### src/rtl/panda_lut_seq.sv
// panda_lut_seq
// Table-driven FUNC sequencer for a panda_lut instance. A register-file table
// of {FUNC, dwell} entries is stepped through once enabled, each FUNC being
// presented for its dwell time. After the programmed number of table passes
// the output falls back to a static idle FUNC.
//
// Ports:
//   clk_i         system clock, rising edge
//   reset_i       asynchronous active-low reset
//   enable_i      rising edge starts a sequence, low aborts it
//   TABLE_LENGTH  number of valid entries (clamped to DEPTH, 0 = no run)
//   REPEATS       number of table passes (0 = run forever)
//   IDLE_FUNC     FUNC driven while not running
//   tbl_wr_i      table write strobe (accepted only while idle)
//   tbl_addr_i    table write address
//   tbl_func_i    FUNC field to write
//   tbl_dwell_i   dwell field to write, in clocks (0 behaves as 1)
//   func_o        FUNC to panda_lut
//   func_upd_o    one-cycle pulse on every table-step load of func_o
//   index_o       current entry index
//   active_o      high while running
//   done_o        one-cycle pulse on normal completion
//   wr_err_o      sticky: a table write was attempted while running
module panda_lut_seq #(
  parameter int DEPTH = 16,
  parameter int CW    = 32,
  localparam int AW   = $clog2(DEPTH)
) (
  input  logic          clk_i,
  input  logic          reset_i,
  input  logic          enable_i,
  input  logic [AW:0]   TABLE_LENGTH,
  input  logic [31:0]   REPEATS,
  input  logic [31:0]   IDLE_FUNC,
  input  logic          tbl_wr_i,
  input  logic [AW-1:0] tbl_addr_i,
  input  logic [31:0]   tbl_func_i,
  input  logic [CW-1:0] tbl_dwell_i,
  output logic [31:0]   func_o,
  output logic          func_upd_o,
  output logic [AW-1:0] index_o,
  output logic          active_o,
  output logic          done_o,
  output logic          wr_err_o
);

  typedef enum logic [0:0] {
    ST_IDLE = 1'b0,
    ST_RUN  = 1'b1
  } state_t;

  state_t        state_q;
  logic [31:0]   func_mem_q  [DEPTH];
  logic [CW-1:0] dwell_mem_q [DEPTH];

  logic          en_q;
  logic          armed_q;     // set once enable_i has been seen low after reset
  logic [AW:0]   len_q;
  logic [31:0]   rep_q;
  logic [31:0]   pass_q;
  logic [CW-1:0] cnt_q;
  logic [AW-1:0] idx_q;
  logic [31:0]   func_q;
  logic          func_upd_q;
  logic          active_q;
  logic          done_q;
  logic          wr_err_q;

  logic          start_s;
  logic [AW:0]   len_eff_s;
  logic [CW-1:0] dwell_eff_s;
  logic          expire_s;
  logic          last_s;
  logic          pass_end_s;
  logic [AW-1:0] idx_nxt_s;
  logic [31:0]   pass_nxt_s;

  // Start detect, length clamp and dwell expiry decode.
  always_comb begin
    start_s     = enable_i & ~en_q & armed_q;
    len_eff_s   = TABLE_LENGTH;
    dwell_eff_s = dwell_mem_q[idx_q];
    if (TABLE_LENGTH > (AW+1)'(DEPTH)) begin
      len_eff_s = (AW+1)'(DEPTH);
    end else begin
      len_eff_s = TABLE_LENGTH;
    end
    // A zero dwell holds the entry for one cycle, same as a dwell of 1.
    if (dwell_mem_q[idx_q] == {CW{1'b0}}) begin
      dwell_eff_s = CW'(1);
    end else begin
      dwell_eff_s = dwell_mem_q[idx_q];
    end
    expire_s   = (cnt_q >= dwell_eff_s);
    last_s     = ({1'b0, idx_q} == (len_q - (AW+1)'(1)));
    idx_nxt_s  = idx_q + AW'(1);
    pass_nxt_s = pass_q + 32'd1;
    pass_end_s = (rep_q != 32'd0) && (pass_nxt_s == rep_q);
  end

  // Table register file: cleared by reset, writable only while idle.
  always_ff @(posedge clk_i or negedge reset_i) begin
    if (!reset_i) begin
      for (int i = 0; i < DEPTH; i++) begin
        func_mem_q[i]  <= 32'd0;
        dwell_mem_q[i] <= {CW{1'b0}};
      end
    end else if (tbl_wr_i && (state_q == ST_IDLE)) begin
      func_mem_q[tbl_addr_i]  <= tbl_func_i;
      dwell_mem_q[tbl_addr_i] <= tbl_dwell_i;
    end
  end

  // Sequencer FSM with registered outputs.
  always_ff @(posedge clk_i or negedge reset_i) begin
    if (!reset_i) begin
      state_q    <= ST_IDLE;
      en_q       <= 1'b0;
      armed_q    <= 1'b0;
      len_q      <= '0;
      rep_q      <= 32'd0;
      pass_q     <= 32'd0;
      cnt_q      <= {CW{1'b0}};
      idx_q      <= '0;
      func_q     <= 32'd0;
      func_upd_q <= 1'b0;
      active_q   <= 1'b0;
      done_q     <= 1'b0;
      wr_err_q   <= 1'b0;
    end else begin
      en_q       <= enable_i;
      func_upd_q <= 1'b0;
      done_q     <= 1'b0;
      if (!enable_i) begin
        armed_q <= 1'b1;
      end
      case (state_q)
        ST_IDLE: begin
          func_q   <= IDLE_FUNC;
          active_q <= 1'b0;
          idx_q    <= '0;
          // A start with zero effective length is silently ignored.
          if (start_s && (len_eff_s != '0)) begin
            state_q    <= ST_RUN;
            active_q   <= 1'b1;
            func_q     <= func_mem_q[0];
            func_upd_q <= 1'b1;
            cnt_q      <= CW'(1);
            pass_q     <= 32'd0;
            len_q      <= len_eff_s;
            rep_q      <= REPEATS;
            wr_err_q   <= 1'b0;
          end
        end
        ST_RUN: begin
          if (tbl_wr_i) begin
            wr_err_q <= 1'b1;
          end
          // Abort takes priority over a coincident dwell expiry.
          if (!enable_i) begin
            state_q  <= ST_IDLE;
            active_q <= 1'b0;
            func_q   <= IDLE_FUNC;
            idx_q    <= '0;
          end else if (expire_s) begin
            cnt_q <= CW'(1);
            if (!last_s) begin
              idx_q      <= idx_nxt_s;
              func_q     <= func_mem_q[idx_nxt_s];
              func_upd_q <= 1'b1;
            end else if (pass_end_s) begin
              pass_q   <= pass_nxt_s;
              state_q  <= ST_IDLE;
              active_q <= 1'b0;
              func_q   <= IDLE_FUNC;
              idx_q    <= '0;
              done_q   <= 1'b1;
            end else begin
              pass_q     <= pass_nxt_s;
              idx_q      <= '0;
              func_q     <= func_mem_q[0];
              func_upd_q <= 1'b1;
            end
          end else begin
            cnt_q <= cnt_q + CW'(1);
          end
        end
        default: begin
          state_q  <= ST_IDLE;
          active_q <= 1'b0;
          func_q   <= IDLE_FUNC;
          idx_q    <= '0;
        end
      endcase
    end
  end

  assign func_o     = func_q;
  assign func_upd_o = func_upd_q;
  assign index_o    = idx_q;
  assign active_o   = active_q;
  assign done_o     = done_q;
  assign wr_err_o   = wr_err_q;

endmodule
### config.mk
export PLATFORM = sky130hd
export DESIGN_NAME = panda_lut_seq
export DESIGN_NICKNAME = d
export VERILOG_FILES = /design/src/rtl/panda_lut_seq.sv
export SDC_FILE = /design/constraint.sdc
export NUM_CORES = 2
export LEC_CHECK = 0
export CORE_MARGIN = 3
export CORE_UTILIZATION = 35
export CTS_CLUSTER_DIAMETER = 80
export DETAILED_ROUTE_END_ITERATION = 12
export PLACE_DENSITY = 0.53
export SLEW_MARGIN = 20
export SYNTH_ARGS = -nofsm -noshare
export SYNTH_HDL_FRONTEND = slang
export SYNTH_SLANG_ARGS = --single-unit
### constraint.sdc
create_clock -name clk_i -period 16.45 [get_ports clk_i]
set_clock_uncertainty 0.2 [all_clocks]
set_input_delay 1.645 -clock clk_i [delete_from_list [all_inputs] [get_ports clk_i]]
set_output_delay 1.645 -clock clk_i [all_outputs]
set_load 0.01 [all_outputs]
==> results.md <==
* Async set or reset register ratio after synthesis at between 90% and 100%
* Root Buffer: clkbuf_16
* Largest net degree at the start of global routing at 178
* Hold_sp: armed_q
* CP endpoint kind: flop
* Tot GR Track Use at 19.3%
* Slew @ Worst Pin at between 1000 and 1500 ps
* Clock sinks at between 1k and 1.5k
* Setup Viol. Count Final at 0
* Synth area leader: dfrtp_1
* Worst vdd ir at roughly 0.097 mV
* TritonRoute pass-1 iters at 5
* Hold Path Stages at 1
* Drt drc at 0
* Final GP Congestion at between 0.7 and 0.8
* Syn Nets at about 4.2k
* Post-CTS setup buffer count at 0
* Worst setup path category: flop to flop
* Pins Over Slew Limit at 0
* Seq/Total Area, Yosys at 51.8%
* Cell count after synthesis at 4071
* Fin Setup TNS at 0 ps
* Port Buffers at 180
* Leak pwr at 27.1 nW
* Most common cell in the synthesized netlist: dfrtp_1
* DRT antenna net count at 0
* Vias at around 35k
* Routed WL per cell at around 25 um
* WL final at 160000 um
* Min Tclk post-route at between 7000 and 8000 ps
* CTS H-tree depth at 4
* Distinct cell type count after synthesis at 59
* Reg2Reg Depth at 17
* Net count, final at ~4.3k
* Ranking of synthesized cells by area: dfrtp_1 (52%), mux2_2 (21%), mux4_2 (11%), clkbuf_1 (1.9%), mux2i_1 (1.2%)
* First-pass GRT wire length at approximately 240000 um
* Clock slew at reported path FFs at roughly 60 ps
* Top cell type's share of synthesized area at 51.8%
* Run status: finished clean
* WHS Endpoint: armed_q
* Worst EP arrival at between 8000 and 9000 ps
* Max Freq at around 130 MHz
* R2r endpoint: pass_q[26]
* RSZ-0062 raised after global routing: no
* Hold buffer count at cts at 0
* Initial antenna violation count at 21
* Core area at between 150000 and 200000 um2
* Startpoint Class: flop
* Die Ht at just over 400 um
* Post-route cell area at around 65000 um2
* CTS tree: yes
* Top FF cell, synth: dfrtp_1
* Clk_lat worst skew at 780 ps
* Initial Util at between 30% and 40%
* Total CTS buffers at between 100 and 150
* Flop-to-flop setup slack at a little under 9000 ps
* Most frequent CP cell: buf_4
* Worst-path cell chain: buf_4, mux4_2, mux4_2, nor4_1, nand4_1, o21bai_1, ha_1, nand2b_1, a21oi_1, o21ai_0, a2111oi_0, o211a_2, buf_4, nor3_2, buf_4, a21o_1, a21o_1
* Synthesized area at ~56000 um2
* Max Cap Viol at 0
* Hold Path Class: flop to flop
* Vias per cell at ~5.5
* Top Ports at around 180
* Placed cell areas at around 60000 um2
* Slowest cell on the critical path: dfrtp_4
* Layout cells sized above 1 at between 30% and 40%
* Worst EP required at 16890 ps
* Grt total ovfl at 0
* RR Startpoint: index_o[0]
* Critical path fanouts, max at 44
* Initial DRC Count at 2350
* EDFF count, synth at 0
* Yosys warning total at 0
* Area Overhead vs Synth at 15.0%
* Cell row count at 146
* Die W at 408 um
* CTS Buffer Depth at 3
* Post-CTS sizing at 0
* Vias in the first global route at between 30k and 40k
* Top post-synthesis cells by count: dfrtp_1 (1168), mux2_2 (1057), mux4_2 (288)
* Die ar. at roughly 170000 um2
* DP HPWL at around 91000 um
* Final period util at 46.9%
* Crit-path max cell delay at roughly 1000 ps
* Final hold vios at 0
* Relative slew slack at between 20 and 30%
* Power per cell area at between 100 and 150 nW/um2
* Mean post-synth cell area at roughly 14 um2
* Register bit total from synthesis at about 1.2k
[worst max-delay path: cells and delay by family, from the launching register on]
family          cells  cell delay (ps)
compound gates      7             1950
buf+inv             3             1570
simple gates        4             1370
mux                 2             1110
flops               1             1040
fa+ha+maj           1              250
[how the worst max path moves through the flow]
stage,slack [ps],startpoint,endpoint,cells after the start
after floorplan,10850,index_o[0],pass_q[7],18
after global placement,8800,index_o[0],pass_q[26],17
after detailed placement,8600,index_o[0],pass_q[26],17
after CTS,8570,index_o[0],pass_q[26],17
after global routing,7980,index_o[0],pass_q[18],15
final,8740,index_o[0],pass_q[26],17
[layout by cell type, fill, tap and decap left out, drive strengths merged, types with 6 or more instances in the layout]
master	n
nor2	91
a31oi	72
o2111ai	6
and3	17
dfrtp	1168
buf	65
o21ai	127
xnor2	27
nand2b	8
clkbuf	196
a21o	49
and2	7
nor3	55
mux2	1057
mux4	288
nand2	128
inv	95
nor4	71
nand3b	6
o31ai	15
or3	19
clkinv	28
nand3	33
or4	10
ha	36
a21oi	31
xor2	14
o41ai	7
nor2b	46
mux2i	66
a211oi	67
and4	10
nor3b	11
diode	9
clkdlybuf4s50	178
nand4	59
[stage by stage]
step / hold WS (ps) / worst slack [ps] / total power, mW / cells / utilization, %
after floorplan: 235 / 10850 / 4.89 / 4071 / -
after global placement: 254 / 8800 / 5.33 / 6115 / 37.9
after detailed placement: 252 / 8600 / 5.38 / 6115 / 37.9
after CTS: 267 / 8570 / 8.48 / 6356 / 40.7
after global routing: 294 / 7980 / 8.80 / 6360 / 40.7
final: 268 / 8740 / 8.37 / 6365 / 40.8
[area by class of cell]
cell class / count / area, um2
Timing Repair Buffer: 243 / 2360
Tap cell: 2146 / 2690
Multi-Input combinational cell: 2472 / 25700
Clock buffer: 196 / 3950
Antenna cell: 9 / 22.5
Inverter: 86 / 323
Clock inverter: 45 / 588
Sequential cell: 1168 / 29200
Fill cell: 15000 / 94400
[per-layer routing]
metal / track usage, % / up-vias / wire (um)
li1: - / 15400 / -
met2: 31.5 / 646 / 77200
met5: 0 / - / 78
met3: 3.50 / 227 / 6850
met1: 26.5 / 18800 / 73100
met4: 4.91 / 12 / 3120
[sequential cells by signal (all words and copies together) (netlist names)]
name         cells
active_o         1
func_upd_o       1
pass_q          32
func_mem_q     512
done_o           1
armed_q          1
wr_err_o         1
func_o          32
cnt_q           32
state_q          1
rep_q           32
index_o          4
en_q             1
dwell_mem_q    512
len_q            5
[cells by family after synthesis]
group / synth area share [%]
AOI/OAI and AO/OA: 4.66
xor gates and xnor gates: 0.636
adders and majority gates: 0.798
buffers and inverters: 2.95
DFF: 51.8
muxes: 33.8
and+or+nand+nor: 5.40
[where the power goes]
part | total [mW] | internal, mW | leakage [nW] | switching (mW)
Combinational | 1.40 | 0.869 | 10.3 | 0.531
Clock | 3.05 | 1.77 | 2.23 | 1.28
Sequential | 3.92 | 3.55 | 14.6 | 0.365
Total | 8.37 | 6.19 | 27.1 | 2.17
Power figures use the tool's default switching activity.
